===== src/rtl/rat_alu_mc.sv =====
// Multi-cycle RAT ALU: single-cycle logic/arith/shift ops plus an iterative shift-add MUL,
// with registered RESULT/RESULT_HI/C/Z and a START/BUSY/DONE handshake.
module rat_alu_mc #(
    parameter int unsigned WIDTH  = 8,
    parameter bit          MUL_EN = 1'b1
) (
    input  logic             CLK,
    input  logic             RST,
    input  logic             START,
    input  logic [3:0]       SEL,
    input  logic [WIDTH-1:0] A,
    input  logic [WIDTH-1:0] B,
    input  logic             CIN,
    output logic             BUSY,
    output logic             DONE,
    output logic [WIDTH-1:0] RESULT,
    output logic [WIDTH-1:0] RESULT_HI,
    output logic             C,
    output logic             Z
);

    localparam int unsigned CntW = $clog2(WIDTH);

    typedef enum logic [0:0] {StIdle, StMul} state_e;

    state_e             state_q, state_d;
    logic [WIDTH-1:0]   res_q, res_d, hi_q, hi_d;
    logic               c_q, c_d, z_q, z_d, done_q, done_d;
    logic [WIDTH-1:0]   mplier_q, mplier_d;
    logic [2*WIDTH-1:0] mcand_q, mcand_d, acc_q, acc_d, acc_sum;
    logic [CntW-1:0]    cnt_q, cnt_d;

    logic [WIDTH:0]     a_x, b_x, arith;
    logic [WIDTH-1:0]   op_res;
    logic               op_c, op_z, wr_res;

    // Single-cycle op unit; arithmetic at WIDTH+1 bits so bit WIDTH is carry/borrow.
    always_comb begin
        a_x    = {1'b0, A};
        b_x    = {1'b0, B};
        arith  = '0;
        op_res = '0;
        op_c   = 1'b0;
        wr_res = 1'b1;
        case (SEL)
            4'd0: begin
                arith  = a_x + b_x;
                op_res = arith[WIDTH-1:0];
                op_c   = arith[WIDTH];
            end
            4'd1: begin
                arith  = a_x + b_x + {{WIDTH{1'b0}}, CIN};
                op_res = arith[WIDTH-1:0];
                op_c   = arith[WIDTH];
            end
            4'd2, 4'd4: begin
                arith  = a_x - b_x;
                op_res = arith[WIDTH-1:0];
                op_c   = arith[WIDTH];
                wr_res = (SEL != 4'd4);
            end
            4'd3: begin
                arith  = a_x - b_x - {{WIDTH{1'b0}}, CIN};
                op_res = arith[WIDTH-1:0];
                op_c   = arith[WIDTH];
            end
            4'd5: op_res = A & B;
            4'd6: op_res = A | B;
            4'd7: op_res = A ^ B;
            4'd8: begin
                op_res = A & B;
                wr_res = 1'b0;
            end
            4'd9: begin
                op_res = {A[WIDTH-2:0], CIN};
                op_c   = A[WIDTH-1];
            end
            4'd10: begin
                op_res = {CIN, A[WIDTH-1:1]};
                op_c   = A[0];
            end
            4'd11: begin
                op_res = {A[WIDTH-2:0], A[WIDTH-1]};
                op_c   = A[WIDTH-1];
            end
            4'd12: begin
                op_res = {A[0], A[WIDTH-1:1]};
                op_c   = A[0];
            end
            4'd13: begin
                op_res = {A[WIDTH-1], A[WIDTH-1:1]};
                op_c   = A[0];
            end
            4'd14: begin
                op_res = B;
                op_c   = CIN;
            end
            default: begin
                op_res = '0;
                op_c   = 1'b0;
            end
        endcase
        op_z = (op_res == '0);
    end

    always_comb begin
        state_d  = state_q;
        res_d    = res_q;
        hi_d     = hi_q;
        c_d      = c_q;
        z_d      = z_q;
        done_d   = 1'b0;
        mplier_d = mplier_q;
        mcand_d  = mcand_q;
        acc_d    = acc_q;
        cnt_d    = cnt_q;
        acc_sum  = acc_q + (mplier_q[0] ? mcand_q : '0);
        case (state_q)
            StIdle: begin
                if (START) begin
                    if ((SEL == 4'hF) && MUL_EN) begin
                        mcand_d  = {{WIDTH{1'b0}}, A};
                        mplier_d = B;
                        acc_d    = '0;
                        cnt_d    = '0;
                        state_d  = StMul;
                    end else begin
                        // CMP and TEST leave both result halves untouched
                        if (wr_res) begin
                            res_d = op_res;
                            hi_d  = '0;
                        end
                        c_d    = op_c;
                        z_d    = op_z;
                        done_d = 1'b1;
                    end
                end
            end
            StMul: begin
                acc_d    = acc_sum;
                mcand_d  = mcand_q << 1;
                mplier_d = mplier_q >> 1;
                cnt_d    = cnt_q + 1'b1;
                if (cnt_q == CntW'(WIDTH - 1)) begin
                    res_d   = acc_sum[WIDTH-1:0];
                    hi_d    = acc_sum[2*WIDTH-1:WIDTH];
                    c_d     = |acc_sum[2*WIDTH-1:WIDTH];
                    z_d     = (acc_sum == '0);
                    done_d  = 1'b1;
                    state_d = StIdle;
                end
            end
            default: state_d = StIdle;
        endcase
    end

    always_ff @(posedge CLK or posedge RST) begin
        if (RST) begin
            state_q  <= StIdle;
            res_q    <= '0;
            hi_q     <= '0;
            c_q      <= 1'b0;
            z_q      <= 1'b0;
            done_q   <= 1'b0;
            mplier_q <= '0;
            mcand_q  <= '0;
            acc_q    <= '0;
            cnt_q    <= '0;
        end else begin
            state_q  <= state_d;
            res_q    <= res_d;
            hi_q     <= hi_d;
            c_q      <= c_d;
            z_q      <= z_d;
            done_q   <= done_d;
            mplier_q <= mplier_d;
            mcand_q  <= mcand_d;
            acc_q    <= acc_d;
            cnt_q    <= cnt_d;
        end
    end

    assign BUSY      = (state_q == StMul);
    assign DONE      = done_q;
    assign RESULT    = res_q;
    assign RESULT_HI = hi_q;
    assign C         = c_q;
    assign Z         = z_q;

endmodule


===== config.mk =====
export PLATFORM = sky130hd
export DESIGN_NAME = rat_alu_mc
export DESIGN_NICKNAME = d
export VERILOG_FILES = /design/src/rtl/rat_alu_mc.sv
export SDC_FILE = /design/constraint.sdc
export NUM_CORES = 1
export LEC_CHECK = 0
export CAP_MARGIN = 20
export CORE_MARGIN = 2
export CORE_UTILIZATION = 35
export CTS_CLUSTER_DIAMETER = 120
export DETAILED_ROUTE_END_ITERATION = 10
export SLEW_MARGIN = 40
export SYNTH_ARGS = -nofsm -noshare
export SYNTH_HDL_FRONTEND = slang
export SYNTH_SLANG_ARGS = --single-unit

===== constraint.sdc =====
create_clock -name CLK -period 2.96 [get_ports CLK]
set_input_delay 0.444 -clock CLK [delete_from_list [all_inputs] [get_ports CLK]]
set_output_delay 0.444 -clock CLK [all_outputs]
set_load 0.03 [all_outputs]

# Yosys cells after proc, flatten, opt, wreduce, memory -nomap -nowiden
# Cells that the tools add are included.
# word_totals
regBits,63
out_inout_bits,20
wordCells,95
input_bits,24
# op_classes
bitwise,4
eq_ne,22
n_reduce_logical,11
muxes,42
addsub,6
# op_table
cell,count
8-bit one-hot mux with 13 select lines,1
16-bit two-way mux,5
8-bit two-way mux,10
16-bit one-hot mux with 2 select lines,2
8-bit one-hot mux with 2 select lines,3
4-bit equality test (second input constant),8
16-bit adder,1
4-bit by 3-bit equality test with 1-bit output (second input constant),4
16-bit logical NOT,1
1-bit two-way mux,12
1-bit one-hot mux with 2 select lines,5
8-bit by 8-bit adder with 9-bit output,1
9-bit by 1-bit adder with 9-bit output,1
8-bit by 8-bit subtractor with 9-bit output,1
9-bit by 1-bit subtractor with 9-bit output,1
8-bit AND,1
4-bit by 2-bit equality test with 1-bit output (second input constant),2
8-bit logical NOT,1
2-bit inequality test (second input constant),4
8-bit OR,1
8-bit OR reduction,1
8-bit XOR,1
1-bit one-hot mux with 7 select lines,1
3-bit two-way mux,2
13 further kinds,15

# Depth between registers and ports, before layout
# Gate-level depths: netlist (run 1).
# logic_depth
depth_word,7
depth_mapped,13
depth_no_buf,13

# Least setup slack after synthesis (run 1)
# No wires, ideal clock.
# synth_path
path_type,register to register
startpoint,register mplier_q[0]
endpoint,register z_q (netlist: Z)
path_buffers,1
t_arrival_ns,2.971
path_slack_ns,-0.077
t_required_ns,2.893
synth_period_minus_slack_ns,3.037
setup_ns,0.067
stages_incl_launch_ff,13
cell_sequence,dfrtp_1 -> clkbuf_1 -> and2_1 -> ha_1 -> fa_1 -> a21oi_1 -> o2111ai_2 -> nand3_1 -> nand2_1 -> xor2_1 -> or4_4 -> nor4_4 -> a41o_1
# synth_via
elab_chain_cells,5
# synth_rtl
item,line_no,rtl
start: declaration,29,"logic [WIDTH-1:0] mplier_q, mplier_d;"
start signal: assignment,176,mplier_q <= mplier_d;
16-bit two-way mux,117,acc_sum = acc_q + (mplier_q[0] ? mcand_q : '0);
16-bit adder,117,
16-bit logical NOT,148,z_d = (acc_sum == '0);
1-bit two-way mux,144,if (cnt_q == CntW'(WIDTH - 1)) begin
1-bit one-hot mux with 2 select lines,118,case (state_q)
end signal: assignment,174,z_q <= z_d;
end: declaration,28,"logic c_q, c_d, z_q, z_d, done_q, done_d;"
# No other way between the ends. The select of a mux whose other input is x is not followed.
# A chain may end at the register's enable or synchronous reset.

# Worst setup path in the final report (run 1)
# Ends and elaborated chain as after synthesis.

==> results.toml, run 1 <==
[global_route]
grt_util_all_layers = 0.230
grt_max_degree = 64
antenna_found_initial = 0
grt_pass1_wl_um = 30300
grt_overflow = 0
grt_pass1_vias = 5709

[layout]
final_cell_mix = "buf_4 (167), nand2_1 (119), dfrtp_1 (62)"
final_common_cell = "buf_4"
post-route-util = 0.545
layout-drive-gt1-share = 0.343
nFillCells = 1440
final_nets = 965
fin_cells = 1109
seq_area_sq_um = 1580
diodes = 0
syn_to_final_growth_pct = 50.7
multi_input_area_sq_um = 4210

[sta]
slew_viol_final = 0
fin_crit_ps = 2990
tightest_slew_ps = 507
clock_skew_ps = 8.12
finalHoldViolCount = 0
max_freq_mhz = 334
fin_crit_sh = 1.01
finalSetupTns_ps = -51.8
slew_headroom = 0.662
setup_ws_ps = -34.0
holdWs_ps = 466
rsz0062_at_grt = "true"
setup_viol = 2

[route]
first_pass_iters = 7
drtIter0Drc = 492
drc = 0
via_per_inst = 5.33
via_count = 5910
wl_per_cell_um = 17.5
ant_nets = 0
finalWirelength_um = 19400

[floorplan]
initial_utilization = 0.362
die_w_um = 130
core-area_sq_um = 15300
die_h_um = 130
dieArea_sq_um = 16900
num_rows = 45
io_pins = 44

[cts]
clockRootBuffer = "clkbuf_16"
worstSkewPairLatency_ps = 340
h-tree-depth = 3
hold_buffers = 0
numCtsBuffers = 9
numClockSinks = 63
clk_pin_slew_ps = 60
clockBufferDepth = 2
cts_tree = "done"

[place]
routabilityCongestion = 0.957
portBuffers = 43
dp_cells = 1061
place_hpwl_um = 14400

[logic_synthesis]
synth_edf_count = 0
synth_cell_types = 81
synthCells = 700
ys.flop_type = "dfrtp_1"
netlist_area_sq_um = 5540
ys_ff_latch = 63
ys_seq_area_frac = 0.284
syn_nets = 772
syn_avg_cell_area_sq_um = 7.92
async_flop_share = 1.00
synth_warnings = 0

[hold_path]
hold_path_class = "flip-flop to flip-flop"
holdPathStages = 2
hp-start = "RESULT_HI[5]"

[worst_setup_path]
end_kind = "flip-flop"
r2r-start = "mplier_q[0]"
cp-startpoint = "mplier_q[0]"
cp.required_ps = 3230
crit_fanout = 7
worstPathArrival_ps = 3260
crit_type = "flip-flop to flip-flop"
worst_r2r_path_depth = 14
startpoint_type = "flip-flop"

[pwr]
power_density_nw_per_um2 = 670
p_leak_uw = 0.00384
ir_drop_v = 0.000363

[outcome]
violations = "negative setup slack"
outcome = "finished, violations left"

[flow_run]
cap_violations = 0
[through the flow]
step                power, uW  setup WS, ps  cell area (sq um)
floorplan                2910          7.32               5550
global placement         3880          -661               7190
detailed placement       3930          -682               7190
CTS                      5410         -41.6               8010
global route             5950          -186               8350
finish                   5590         -34.0               8350
[critical path, cell delays in order (launching register included)]
cell	delay, ps
dfrtp_1	390
buf_6	140
buf_6	120
and2_4	150
ha_4	290
a21oi_4	60
o21ai_2	180
nor3_2	80
a2111o_1	440
buf_6	130
nand2_1	90
a21oi_2	80
xnor2_2	160
nor4_4	380
a41o_1	230
[final timing paths]
| path | endpoint | slack [ps] |
|---|---|---|
| setup / recovery | Z | -30 |
| hold / removal | RESULT_HI[5] | 470 |
| setup reg to reg | Z | -30 |
| hold reg to reg | RESULT_HI[5] | 470 |
| max in group asynchronous | mcand_q[4] | 2180 |
| min in group asynchronous | acc_q[15] | 490 |
[final cells by class]
class	instances	share of cell area
Inverter	33	0.0148
Sequential cell	63	0.189
Multi-Input combinational cell	565	0.504
Tap cell	211	0.0316
Clock buffer	10	0.0286
Timing Repair Buffer	221	0.219
Clock inverter	6	0.0129
[what timing repair did]
item / CTS / global route
setup endpoints to repair: 7 / 11
gates cloned: 0 / 0
buffers inserted: 21 / 11
pin swaps: 33 / 38
gates resized for setup: 64 / 72
[registers in the layout (all words and copies together), names as in the netlist]
register / flops
cnt_q: 3
BUSY: 1
RESULT_HI: 8
DONE: 1
Z: 1
acc_q: 16
mplier_q: 8
C: 1
mcand_q: 16
RESULT: 8
[synthesized netlist by cell type (all sizes together) (4+ instances only)]
| master | count | area, sq um |
|---|---|---|
| o311ai | 4 | 42.6 |
| o21ai | 64 | 324 |
| o22ai | 4 | 25.0 |
| o211ai | 6 | 50.1 |
| nor3b | 5 | 37.5 |
| or2 | 5 | 31.3 |
| nand2 | 120 | 450 |
| nand2b | 6 | 37.5 |
| nor2b | 8 | 50.1 |
| o21bai | 4 | 33.8 |
| xnor2 | 16 | 148 |
| dfrtp | 63 | 1580 |
| a211oi | 7 | 57.6 |
| nor2 | 53 | 201 |
| buf | 16 | 90.1 |
| a21o | 5 | 37.5 |
| a22o | 6 | 52.6 |
| xor2 | 14 | 123 |
| nand4 | 4 | 25.0 |
| and3 | 4 | 30.0 |
| a221oi | 8 | 76.3 |
| inv | 32 | 120 |
| ha | 45 | 563 |
| a31oi | 6 | 37.5 |
| nand3 | 27 | 145 |
| a2111oi | 4 | 85.1 |
| a21oi | 50 | 254 |
| clkbuf | 23 | 86.3 |
| nor4 | 6 | 52.6 |
| mux2i | 4 | 40.0 |
| and2 | 23 | 144 |
| o21a | 6 | 45.0 |
| nor3 | 11 | 60.1 |
[where the power goes]
| part | switching [uW] | leakage [uW] | internal, uW |
|---|---|---|---|
| combinational | 1610 | 0.00284 | 1320 |
| clock | 400 | 0.000168 | 842 |
| sequential | 229 | 0.000834 | 1190 |
| total | 2240 | 0.00384 | 3350 |
[routing by layer]
layer | vias to the layer above | wire [um] | part of all wire | GRT usage
met2 | 188 | 8830 | 0.45 | 0.363
met1 | 2828 | 9060 | 0.47 | 0.323
met3 | 37 | 1100 | 0.057 | 0.0406
met5 | - | 0 | 0 | 0
li1 | 2857 | - | - | -
met4 | 0 | 425 | 0.022 | 0.0683
[kinds of logic after synthesis]
group                    share of synthesized area
AND/OR/NAND/NOR                              0.242
AO/OA/AOI/OAI                                0.243
buffers and inverters                       0.0542
flip-flops                                   0.284
adder cells (fa/ha/maj)                      0.114
XOR/XNOR                                    0.0488
multiplexers                                0.0133
Power figures use the tool's default switching activity.
==> inputs of run 2 (changes only) <==
Settings changed: CORE_UTILIZATION 35 to 42, SKIP_CTS_REPAIR_TIMING from default to 1.
==> run 2 against run 1 <==
The run still ends with negative setup slack left. Sequential share of layout area increased by 0.74 points. Highest routed layer unchanged. Die area shrank 16%. Critical path depth unchanged. Sequential power about the same. Wire length down 3.8%. Critical path type unchanged. Flip-flop and latch count is the same.
==> results.toml, run 2 (synthesis gave the netlist of run 1 again) <==
[layout]
final_nets = 953
top_regs = "acc_q (16), mcand_q (16)"
finalInstanceArea_sq_um = 8040
final_cell_mix = "buf_4 (159), nand2_1 (119), dfrtp_1 (62)"
fin_cells = 1058
diodes = 0
layout-drive-gt1-share = 0.315
syn_to_final_growth_pct = 45.0
final_common_cell = "buf_4"

[worst_setup_path]
rrSetupSlack_ps = -80
r2r_end = "Z"
worst_r2r_path_depth = 14
r2r-start = "mplier_q[0]"
crit_fanout = 7
worstPathArrival_ps = 3320
cp-startpoint = "mplier_q[0]"
crit_type = "flip-flop to flip-flop"
end_kind = "flip-flop"
cp.required_ps = 3240
startpoint_type = "flip-flop"

[floorplan]
io_pins = 44
num_rows = 41
initial_utilization = 0.434
die_w_um = 119
dieArea_sq_um = 14100
core-area_sq_um = 12800
die_h_um = 119

[sta]
max_freq_mhz = 329
finalSetupTns_ps = -112
fin_crit_ps = 3040
setup_ws_ps = -76.0
slew_viol_final = 0
clock_skew_ps = 9.82
rsz0062_at_grt = "true"
tightest_slew_ps = 699
holdWs_ps = 460
slew_headroom = 0.534
setup_viol = 2
finalHoldViolCount = 0
fin_crit_sh = 1.03

[place]
placed_area_sq_um = 7170
portBuffers = 43
place_hpwl_um = 14400
routabilityCongestion = 1.00
dp_cells = 1029

[hold_path]
min_to = "RESULT_HI[3]"
hold_path_class = "flip-flop to flip-flop"
hp-start = "RESULT_HI[3]"
holdPathStages = 2

[route]
finalWirelength_um = 18700
via_count = 5961
drtIter0Drc = 503
wl_per_cell_um = 17.7
drc = 0
first_pass_iters = 5
via_per_inst = 5.63
ant_nets = 0

[global_route]
grt_util_all_layers = 0.261
grt_max_degree = 75
grt_pass1_vias = 5574
grt_overflow = 0
antenna_found_initial = 0
grt_pass1_wl_um = 29300

[pwr]
power_density_nw_per_um2 = 644
p_leak_uw = 0.00372
ir_drop_v = 0.000446

[cts]
clockBufferDepth = 2
numClockSinks = 63
worstSkewPairLatency_ps = 340
numCtsBuffers = 9
clk_pin_slew_ps = 60
cts_tree = "done"
clockRootBuffer = "clkbuf_16"
h-tree-depth = 3

[outcome]
violations = "negative setup slack"
outcome = "finished, violations left"

[flow_run]
cap_violations = 0
[run 2: cell count changes in the layout (fill, tap and decap cells not counted), sizes merged]
cell,previous run,this run
dlygate4sd2,2,0
clkinvlp,1,0
bufinv,3,0
clkdlybuf4s50,30,33
buf,178,166
clkbuf,13,15
clkinv,3,2
dlymetal6s2s,8,10
[run 2: worst max-delay path by stage]
stage | to | slack (ps) | cells after the start
floorplan | Z | 7 | 12
global placement | RESULT[5] | -610 | 14
detailed placement | Z | -670 | 12
CTS | Z | -330 | 12
global route | Z | -230 | 13
finish | Z | -80 | 14
[run 2: critical path, stage by stage (launching register included)]
cell,delay [ps]
dfrtp_1,390
buf_6,140
and2_4,140
ha_4,290
buf_4,110
nand3_2,80
o2111ai_4,140
nand3_2,130
a2111o_1,490
buf_6,140
nand2_2,60
a21oi_2,70
xnor2_2,170
nor4_4,380
a41o_1,230
[run 2: metal layers]
metal	vias up	global-route usage	share of wire
li1	2845	-	-
met1	2857	0.393	0.49
met2	215	0.378	0.43
met3	44	0.0445	0.057
met4	0	0.0833	0.029
met5	-	0	0
[run 2: through the flow]
stage	utilization	total power [uW]	setup slack [ps]
final	0.629	5180	-76.0
after floorplan	-	2910	7.32
after global routing	0.629	5510	-229
after detailed placement	0.561	3950	-671
after global placement	0.561	3900	-611
after CTS	0.582	4910	-329
[run 2: area by class of cell]
class | instances | area (sq um)
Clock inverter | 1 | 5.00
Sequential cell | 63 | 1580
Fill cell | 1096 | 4740
Clock buffer | 15 | 258
Tap cell | 172 | 215
Inverter | 33 | 124
Timing Repair Buffer | 209 | 1730
Multi-Input combinational cell | 565 | 4130
[run 2: where the power goes]
| group | internal (uW) | leakage [uW] | total [uW] | switching (uW) |
|---|---|---|---|---|
| logic | 1240 | 0.00276 | 2800 | 1560 |
| registers | 1190 | 0.000834 | 1440 | 243 |
| clock network | 588 | 0.000128 | 947 | 358 |
